==> src/rtl/pipe_ctrl_chain.sv <==
// rtl/pipe_ctrl_chain.sv - multi-stage control pipeline with per-stage stall/flush (optional stats: PIPE_STATS_EN)
module pipe_ctrl_chain #(
  parameter int              WIDTH   = 8,
  parameter int              DEPTH   = 3,
  parameter logic [WIDTH-1:0] RST_VAL = '0,
  parameter int              CNT_W   = 16
) (
  input  logic             clk,
  input  logic             reset,
  input  logic             in_valid,
  input  logic [WIDTH-1:0] in_data,
  input  logic [DEPTH-1:0] stall,
  input  logic [DEPTH-1:0] flush,
  output logic [DEPTH-1:0] stage_valid,
  output logic             out_valid,
  output logic [WIDTH-1:0] out_data,
  output logic             stall_err,
  output logic [CNT_W-1:0] bubble_cnt,
  output logic [CNT_W-1:0] flush_cnt
);

  logic [DEPTH-1:0]            vld;
  logic [DEPTH-1:0][WIDTH-1:0] dat;
  logic                        viol;
  logic                        err_q;

  // A stage that stalls while its valid, unstalled, unflushed upstream neighbour moves
  // would overwrite nothing but silently drop that neighbour's bundle.
  always_comb begin
    viol = 1'b0;
    for (int k = 1; k < DEPTH; k++) begin
      if (stall[k] && !stall[k-1] && !flush[k-1] && vld[k-1]) begin
        viol = 1'b1;
      end
    end
  end

  // Stage registers: reset > flush > stall > advance, independently per stage.
  always_ff @(posedge clk) begin
    if (reset) begin
      vld <= '0;
      for (int k = 0; k < DEPTH; k++) begin
        dat[k] <= RST_VAL;
      end
    end else begin
      if (flush[0]) begin
        vld[0] <= 1'b0;
        dat[0] <= RST_VAL;
      end else if (!stall[0]) begin
        vld[0] <= in_valid;
        dat[0] <= in_valid ? in_data : RST_VAL;
      end
      for (int k = 1; k < DEPTH; k++) begin
        if (flush[k]) begin
          vld[k] <= 1'b0;
          dat[k] <= RST_VAL;
        end else if (!stall[k]) begin
          // A held upstream stage leaves nothing to move forward: insert a bubble.
          if (stall[k-1]) begin
            vld[k] <= 1'b0;
            dat[k] <= RST_VAL;
          end else begin
            vld[k] <= vld[k-1];
            dat[k] <= dat[k-1];
          end
        end
      end
    end
  end

  // Sticky protocol error, cleared only by reset.
  always_ff @(posedge clk) begin
    if (reset) begin
      err_q <= 1'b0;
    end else if (viol) begin
      err_q <= 1'b1;
    end
  end

  assign stage_valid = vld;
  assign out_valid   = vld[DEPTH-1];
  assign out_data    = dat[DEPTH-1];
  assign stall_err   = err_q;

`ifdef PIPE_STATS_EN
  logic [CNT_W-1:0] bubble_q;
  logic [CNT_W-1:0] flush_q;

  // Saturating counters of output bubbles and flush activity.
  always_ff @(posedge clk) begin
    if (reset) begin
      bubble_q <= '0;
      flush_q  <= '0;
    end else begin
      if (!vld[DEPTH-1] && (bubble_q != {CNT_W{1'b1}})) begin
        bubble_q <= bubble_q + 1'b1;
      end
      if ((|flush) && (flush_q != {CNT_W{1'b1}})) begin
        flush_q <= flush_q + 1'b1;
      end
    end
  end

  assign bubble_cnt = bubble_q;
  assign flush_cnt  = flush_q;
`else
  assign bubble_cnt = '0;
  assign flush_cnt  = '0;
`endif

endmodule

==> config.mk <==
export PLATFORM = sky130hd
export DESIGN_NAME = pipe_ctrl_chain
export DESIGN_NICKNAME = d
export VERILOG_FILES = /design/src/rtl/pipe_ctrl_chain.sv
export SDC_FILE = /design/constraint.sdc
export NUM_CORES = 1
export LEC_CHECK = 0
export BUFFER_PORTS_ARGS = -buffer_cell sky130_fd_sc_hd__clkbuf_2
export CORE_MARGIN = 3
export CORE_UTILIZATION = 25
export DETAILED_ROUTE_END_ITERATION = 10
export PLACE_DENSITY_LB_ADDON = 0.08
export SLEW_MARGIN = 20
export SYNTH_ARGS = -nofsm -noshare
export SYNTH_HDL_FRONTEND = slang
export SYNTH_SLANG_ARGS = --single-unit
==> constraint.sdc <==
create_clock -name clk -period 1 [get_ports clk]
set_input_delay 0.1 -clock clk [delete_from_list [all_inputs] [get_ports clk]]
set_output_delay 0.1 -clock clk [all_outputs]
set_load 0.01 [all_outputs]
==> summary.txt, run 1 <==
Outcome
  • Status: finished clean

Synthesis
  • Syn Area/Cell: roughly 8.7 sq um
  • Post-synth EDFFs: 0
  • Cells after Synth: 167
  • Count leader, synth: buf_4
  • Synth Register Bits: 28
  • Post-synth top cells: buf_4 (41), dfxtp_1 (28), a21oi_1 (26), nand2_1 (26), or3b_1 (18)
  • Synth Flop Type: dfxtp_1
  • Synthesized cell area: 1449 sq um
  • Ys Warns: 0
  • Count of cell types in the netlist: 18
  • Synth async-reset ratio: 0%
  • Ranking of synthesized cells by area: dfxtp_1 (39%), buf_4 (21%), or3b_1 (11%)
  • Register area share after synthesis: 38.69%
  • Area share of the largest cell type after synthesis: between 30 and 40%
  • Synth area leader: dfxtp_1

Pwr
  • Worst VDD drop: 573.4 uV
  • LEAKAGE: 0.5906 nW
  • PwrDens: 1322 nW/um^2

Global routing
  • Vias in the first global route: 939
  • Antenna violations before repair: 0
  • GRT Total Usage: ~8.4%
  • Largest net degree at the start of global routing: 23
  • Global-route wire length before repair: 4388 um
  • Grt total ovfl: 0

Final layout
  • Syn-to-layout area delta: 5.441%
  • Layout cells sized above 1: 23.12%
  • FF+latch area: 561.8 sq um
  • Layout Nets: 204
  • Antenna Cells: 0
  • Util after Layout: 27.41%
  • Post-layout instance area: 1528 sq um
  • Filler instances: 657
  • Area of the multi-input gates: 626.9 sq um

Floorplanning
  • Die W: 82.13 um
  • Initial Util: between 20% and 30%
  • Row count: 27
  • Ports: 62
  • DIE AREA: 6745 sq um
  • Die height: roughly 82 um
  • CORE AREA: 5574 sq um

STA
  • Final Slew Violations: 0
  • Max Clock Skew: 0.001598 ns
  • Final setup viols: 0
  • RSZ-0062 raised after global routing: false
  • Fmax: 1.059 GHz
  • Final worst path period share: between 90% and 100%
  • Final hold viol count: 0
  • Fin crit period: about 0.94 ns

Flow run
  • Max_cap viols: 0

Critical path
  • Reg-to-reg slack, setup: 0.08 ns
  • Critical path type: flip-flop to primary output
  • CP Data Required Time: 0.90 ns
  • Worst setup SP type: flip-flop
  • Critical Path Sink Type: primary output
  • CP max FO: 3
  • Critical Path AT: 0.84 ns

Placement
  • Post-DP HPWL: 2083 um
  • GPL Wtd Cong: between 0.6 and 0.7
  • Area of placed instances: 1471 sq um
  • Port Buffers: 29

Drt
  • Post-route DRC: 0
  • Drt wl/cell: 10.36 um
  • Final WL: roughly 2700 um
  • Vias per cell: 3.791
  • Antenna-violating nets left: 0
  • Starting DRT DRC Count: 25
  • Drt first pass iters: 4
  • Routed vias: between 900 and 1,000

Clock network
  • Clock Pin Slew Worst Setup and Hold Paths: 0.09 ns
  • Clock root cell: clkbuf_8
  • Clock Tree Buf Depth: 2
  • H-tree depth: 1
  • Clk Latency, worst-skew pair: 0.27 ns
  • Clk sinks: 28
  • TritonCTS Buffers: 3
  • Setup bufs post-CTS: 0
  • CTS tree: built

Hold path
  • Worst min path class: input port to flip-flop
[critical path, cell delays in order (launching register included)]
cell and delay [ns]:
dfxtp_2 0.33, buf_4 0.13, clkbuf_2 0.12
[what timing repair did]
action	4_1_cts	5_1_grt
endpoints found under the hold margin	0	0
hold buffers	0	0
setup endpoints to repair	0	1
gates resized for setup	0	1
[report_power, final]
part	internal, mW	switching (mW)	leakage [nW]
clock	0.352	0.344	0.0288
sequential	1.12	0.00370	0.226
combinational	0.0598	0.136	0.335
total	1.54	0.484	0.591
[cells in the final DEF, fill, tap and decap left out, drive strengths merged]
cell type / netlist / final
clkbuf: 4 / 33
conb: 1 / 32
dfxtp: 28 / 28
nand2: 26 / 26
a21oi: 26 / 26
or3b: 18 / 18
nand3b: 8 / 8
buf: 47 / 6
or2: 3 / 3
nand4bb: 2 / 2
mux2i: 1 / 1
nor2: 1 / 1
inv: 1 / 1
a31oi: 1 / 1
[stage by stage]
stage	std cells	setup WS [ns]	hold WS (ns)	TNS, ns	total power [mW]
finish	258	0.05551	0.01790	0	2.019
global route	258	0.01069	0.01999	0	2.127
CTS	258	0.03949	0.01219	0	2.061
detailed placement	254	-0.04479	0.3223	-0.2621	1.349
global placement	254	0.008345	0.3145	0	1.344
floorplan	198	0.08048	0.1694	0	1.385
[worst paths after layout]
path	startpoint	end	cells past startpoint
setup reg to reg	dat[12]	out_data[4]	2
hold reg to reg	dat[8]	dat[8]	2
hold / removal	reset	stall_err	2
setup / recovery	stage_valid[0]	stage_valid[0]	2
[final cells by class]
class / instances / area share [%]
timing repair buffer: 35 / 12.45
inverter: 1 / 0.2457
tap: 72 / 5.897
multi-input combinational: 118 / 41.03
clock buffer: 4 / 3.604
sequential: 28 / 36.77
[kinds of logic (layout without fill, tap and decap cells)]
family / Yosys count / in the layout / synth area share [%]
AOI/OAI and AO/OA: 27 / 27 / 9.413
buffers and inverters: 52 / 40 / 26.08
DFF: 28 / 28 / 38.69
muxes: 1 / 1 / 0.6909
other: 1 / 32 / 0.2588
and+or+nand+nor: 58 / 58 / 24.87
[flip-flops by register name (all words and copies together), names as in the netlist]
register and count:
dat 16, out_data 8, stage_valid 3, stall_err 1
[per-layer routing]
layer / GRT usage [%] / vias up / part of all wire, %
met5: 0 / - / 0
met2: 12.92 / 41 / 40
met4: 1.993 / 0 / 0.97
met3: 3.145 / 4 / 8.1
met1: 11.14 / 416 / 51
li1: - / 517 / -
Power figures use the tool's default switching activity.
==> run 2, diff against run 1 <==
Settings changed: CORE_ASPECT_RATIO from default to 1.25, PLACE_DENSITY_LB_ADDON 0.08 to default.
==> summary.txt, run 2 (same netlist as run 1, synthesis figures left out) <==
Outcome
  • Status: finished clean

STA
  • Fmax: 1.062 GHz (+0.34%)
  • Final Slew Violations: 0 (unchanged)
  • Final setup viols: 0 (unchanged)
  • RSZ-0062 raised after global routing: false
  • Max Clock Skew: 0.001052 ns (-0.0005455 ns)
  • Final worst path period share: 94.13% (-0.32 points)
  • Final hold viol count: 0 (unchanged)
  • Fin crit period: 0.9413 ns (-0.003212 ns)
  • Fin Hold WS: 0.01878 ns (+0.0008815 ns)

Final layout
  • Filler instances: 633 (-3.7%)
  • Most common cell after layout, fill and taps aside: conb_1
  • Layout Nets: 205 (+0.49%)
  • Most frequent cells in the layout: conb_1 (32), clkbuf_2 (29), dfxtp_1 (28), nand2_1 (26), a21oi_1 (26)
  • Layout cells sized above 1: 22.99% (-0.12 points)
  • Syn-to-layout area delta: 5.181%
  • Largest register FFs: 16 (unchanged)
  • Non-Filler Instances: 251 (-2.7%)
  • Antenna Cells: 0 (unchanged)
  • Biggest register: dat

Clock network
  • Hold-fix buffers at CTS: 0 (unchanged)
  • Setup bufs post-CTS: 0 (unchanged)
  • Clk Latency, worst-skew pair: 0.27 ns (about the same)
  • H-tree depth: 1 (unchanged)
  • CTS tree: built
  • Clock root cell: clkbuf_8
  • Clk sinks: 28 (unchanged)
  • Clock Tree Buf Depth: 2 (unchanged)
  • TritonCTS Buffers: 3 (unchanged)
  • CTS resizes: 0 (unchanged)
  • Clock Pin Slew Worst Setup and Hold Paths: 0.09 ns (about the same)

Critical path
  • Delay-heaviest family, CP: flip-flops
  • Worst-path cell chain: buf_4 > clkbuf_2
  • R2R Path Start: dat[6]
  • CP Data Required Time: 0.90 ns (about the same)
  • Critical Path AT: 0.84 ns (about the same)
  • CP max FO: 3 (unchanged)
  • Slowest-stage cell, CP: dfxtp_1
  • Critical Path Sink Type: primary output
  • Critical Path End: stage_valid[1]
  • Critical path type: flip-flop to primary output
  • Worst path bufs/invs: 2 (unchanged)
  • Worst setup SP type: flip-flop
  • R2R Path End: dat[14]
  • R2R cell count: 2 (unchanged)
  • Slowest stage delay, CP: 0.33 ns (about the same)
  • Reg-to-reg slack, setup: 0.12 ns (+0.04 ns)
  • Total stage count of the critical path: 2 (unchanged)
  • Crit path from: stage_valid[1]

Pwr
  • NetSw: 0.4645 mW (-4.0%)
  • LEAKAGE: 0.5950 nW (+0.74%)
  • Clock share of power: 34.2% (-0.3 points)
  • Internal cell power: 1.537 mW (+0.11%)
  • Worst VDD drop: 556.9 uV (-2.9%)
  • Sw frac: 23.20% (-0.75 points)
  • Seq pwr share: 56.3% (+0.5 points)
  • PwrDens: 1314 nW/um^2 (-0.62%)
  • Gate power share: 9.6% (about the same)

Global routing
  • Antenna violations before repair: 0 (unchanged)
  • Largest net degree at the start of global routing: 27 (+17%)
  • Global-route wire length before repair: 3670 um (-16%)
  • Grt total ovfl: 0 (unchanged)
  • GRT Total Usage: 6.909% (-1.5 points)
  • Vias in the first global route: 855 (-8.9%)

Floorplanning
  • CORE AREA: 5518 sq um (-1.0%)
  • Die W: 74.09 um (-9.8%)
  • Ports: 62 (unchanged)
  • Die height: 91.12 um (+11%)
  • Row count: 30 (+11%)
  • Initial Util: 26.26% (+0.27 points)
  • DIE AREA: 6751 sq um (about the same)

Drt
  • Vias per cell: 3.829 (+1.0%)
  • Drt wl/cell: 8.920 um (-14%)
  • Final WL: 2239 um (-16%)
  • Antenna-violating nets left: 0 (unchanged)
  • Drt first pass iters: 3 (-1)
  • Starting DRT DRC Count: 24 (-4.0%)
  • Routed vias: 961 (-1.7%)
  • Post-route DRC: 0 (unchanged)

Hold path
  • Worst hold start: reset
  • Worst min path class: input port to flip-flop

Placement
  • Post-DP HPWL: 1801 um (-14%)
  • Inst Count DP: 247 (-2.8%)
  • Port Buffers: 29 (unchanged)
  • GPL Wtd Cong: 0.6206 (-5.4%)

Flow run
  • Max_cap viols: 0 (unchanged)
run 2: changes by cell type in the layout (fill, tap and decap cells not counted):
cell	previous run	this run
dfxtp_1	27	28
buf_4	6	7
dfxtp_2	1	0
run 2: area by class of cell:
class	instances	area, sq um	share of cell area (%)
clock buffers	4	55.05	3.612
inverters	1	3.754	0.2463
multi-input cells	118	626.9	41.13
flip-flops and latches	28	560.5	36.78
well taps	64	80.08	5.255
repair buffers	36	197.7	12.97
run 2: routing by layer:
layer  global-route usage, %  vias to the layer above  wire, um
met5                       0                        -         0
met4                   5.438                        0        85
met3                   1.772                        5       229
met2                   11.24                       38      1083
met1                   7.287                      398       841
li1                        -                      520         -
run 2: worst register-to-register path, cell delays in order, from the launching register on:
cell and delay, ns:
dfxtp_1 0.33, or3b_1 0.34, a21oi_1 0.15
run 2: power groups by stage:
stage | Clock [mW] | Sequential, mW | Combinational (mW)
global placement | 0 | 1.15 | 0.192
finish | 0.684 | 1.13 | 0.192
detailed placement | 0 | 1.15 | 0.193
floorplan | 0 | 1.15 | 0.232
CTS | 0.715 | 1.13 | 0.194
global route | 0.752 | 1.13 | 0.222
run 2: how the worst min path moves through the flow:
stage,endpoint,slack [ns],depth (start not counted)
after global routing,stall_err,0.02,2
after detailed placement,stall_err,0.31,2
after global placement,stall_err,0.31,2
after CTS,stall_err,0.01,2
final,stall_err,0.02,2
after floorplan,stall_err,0.17,1
run 2: stage by stage:
stage / setup WS, ns / util [%] / setup TNS [ns] / total power [mW] / cell area, sq um
finish: 0.05872 / 27.62 / 0 / 2.002 / 1524
global route: 0.009060 / 27.62 / 0 / 2.103 / 1524
CTS: 0.04305 / 27.62 / 0 / 2.035 / 1524
detailed placement: -0.02114 / 26.62 / -0.05309 / 1.346 / 1469
global placement: -0.006150 / 26.62 / -0.008222 / 1.345 / 1469
floorplan: 0.08048 / - / 0 / 1.385 / 1565
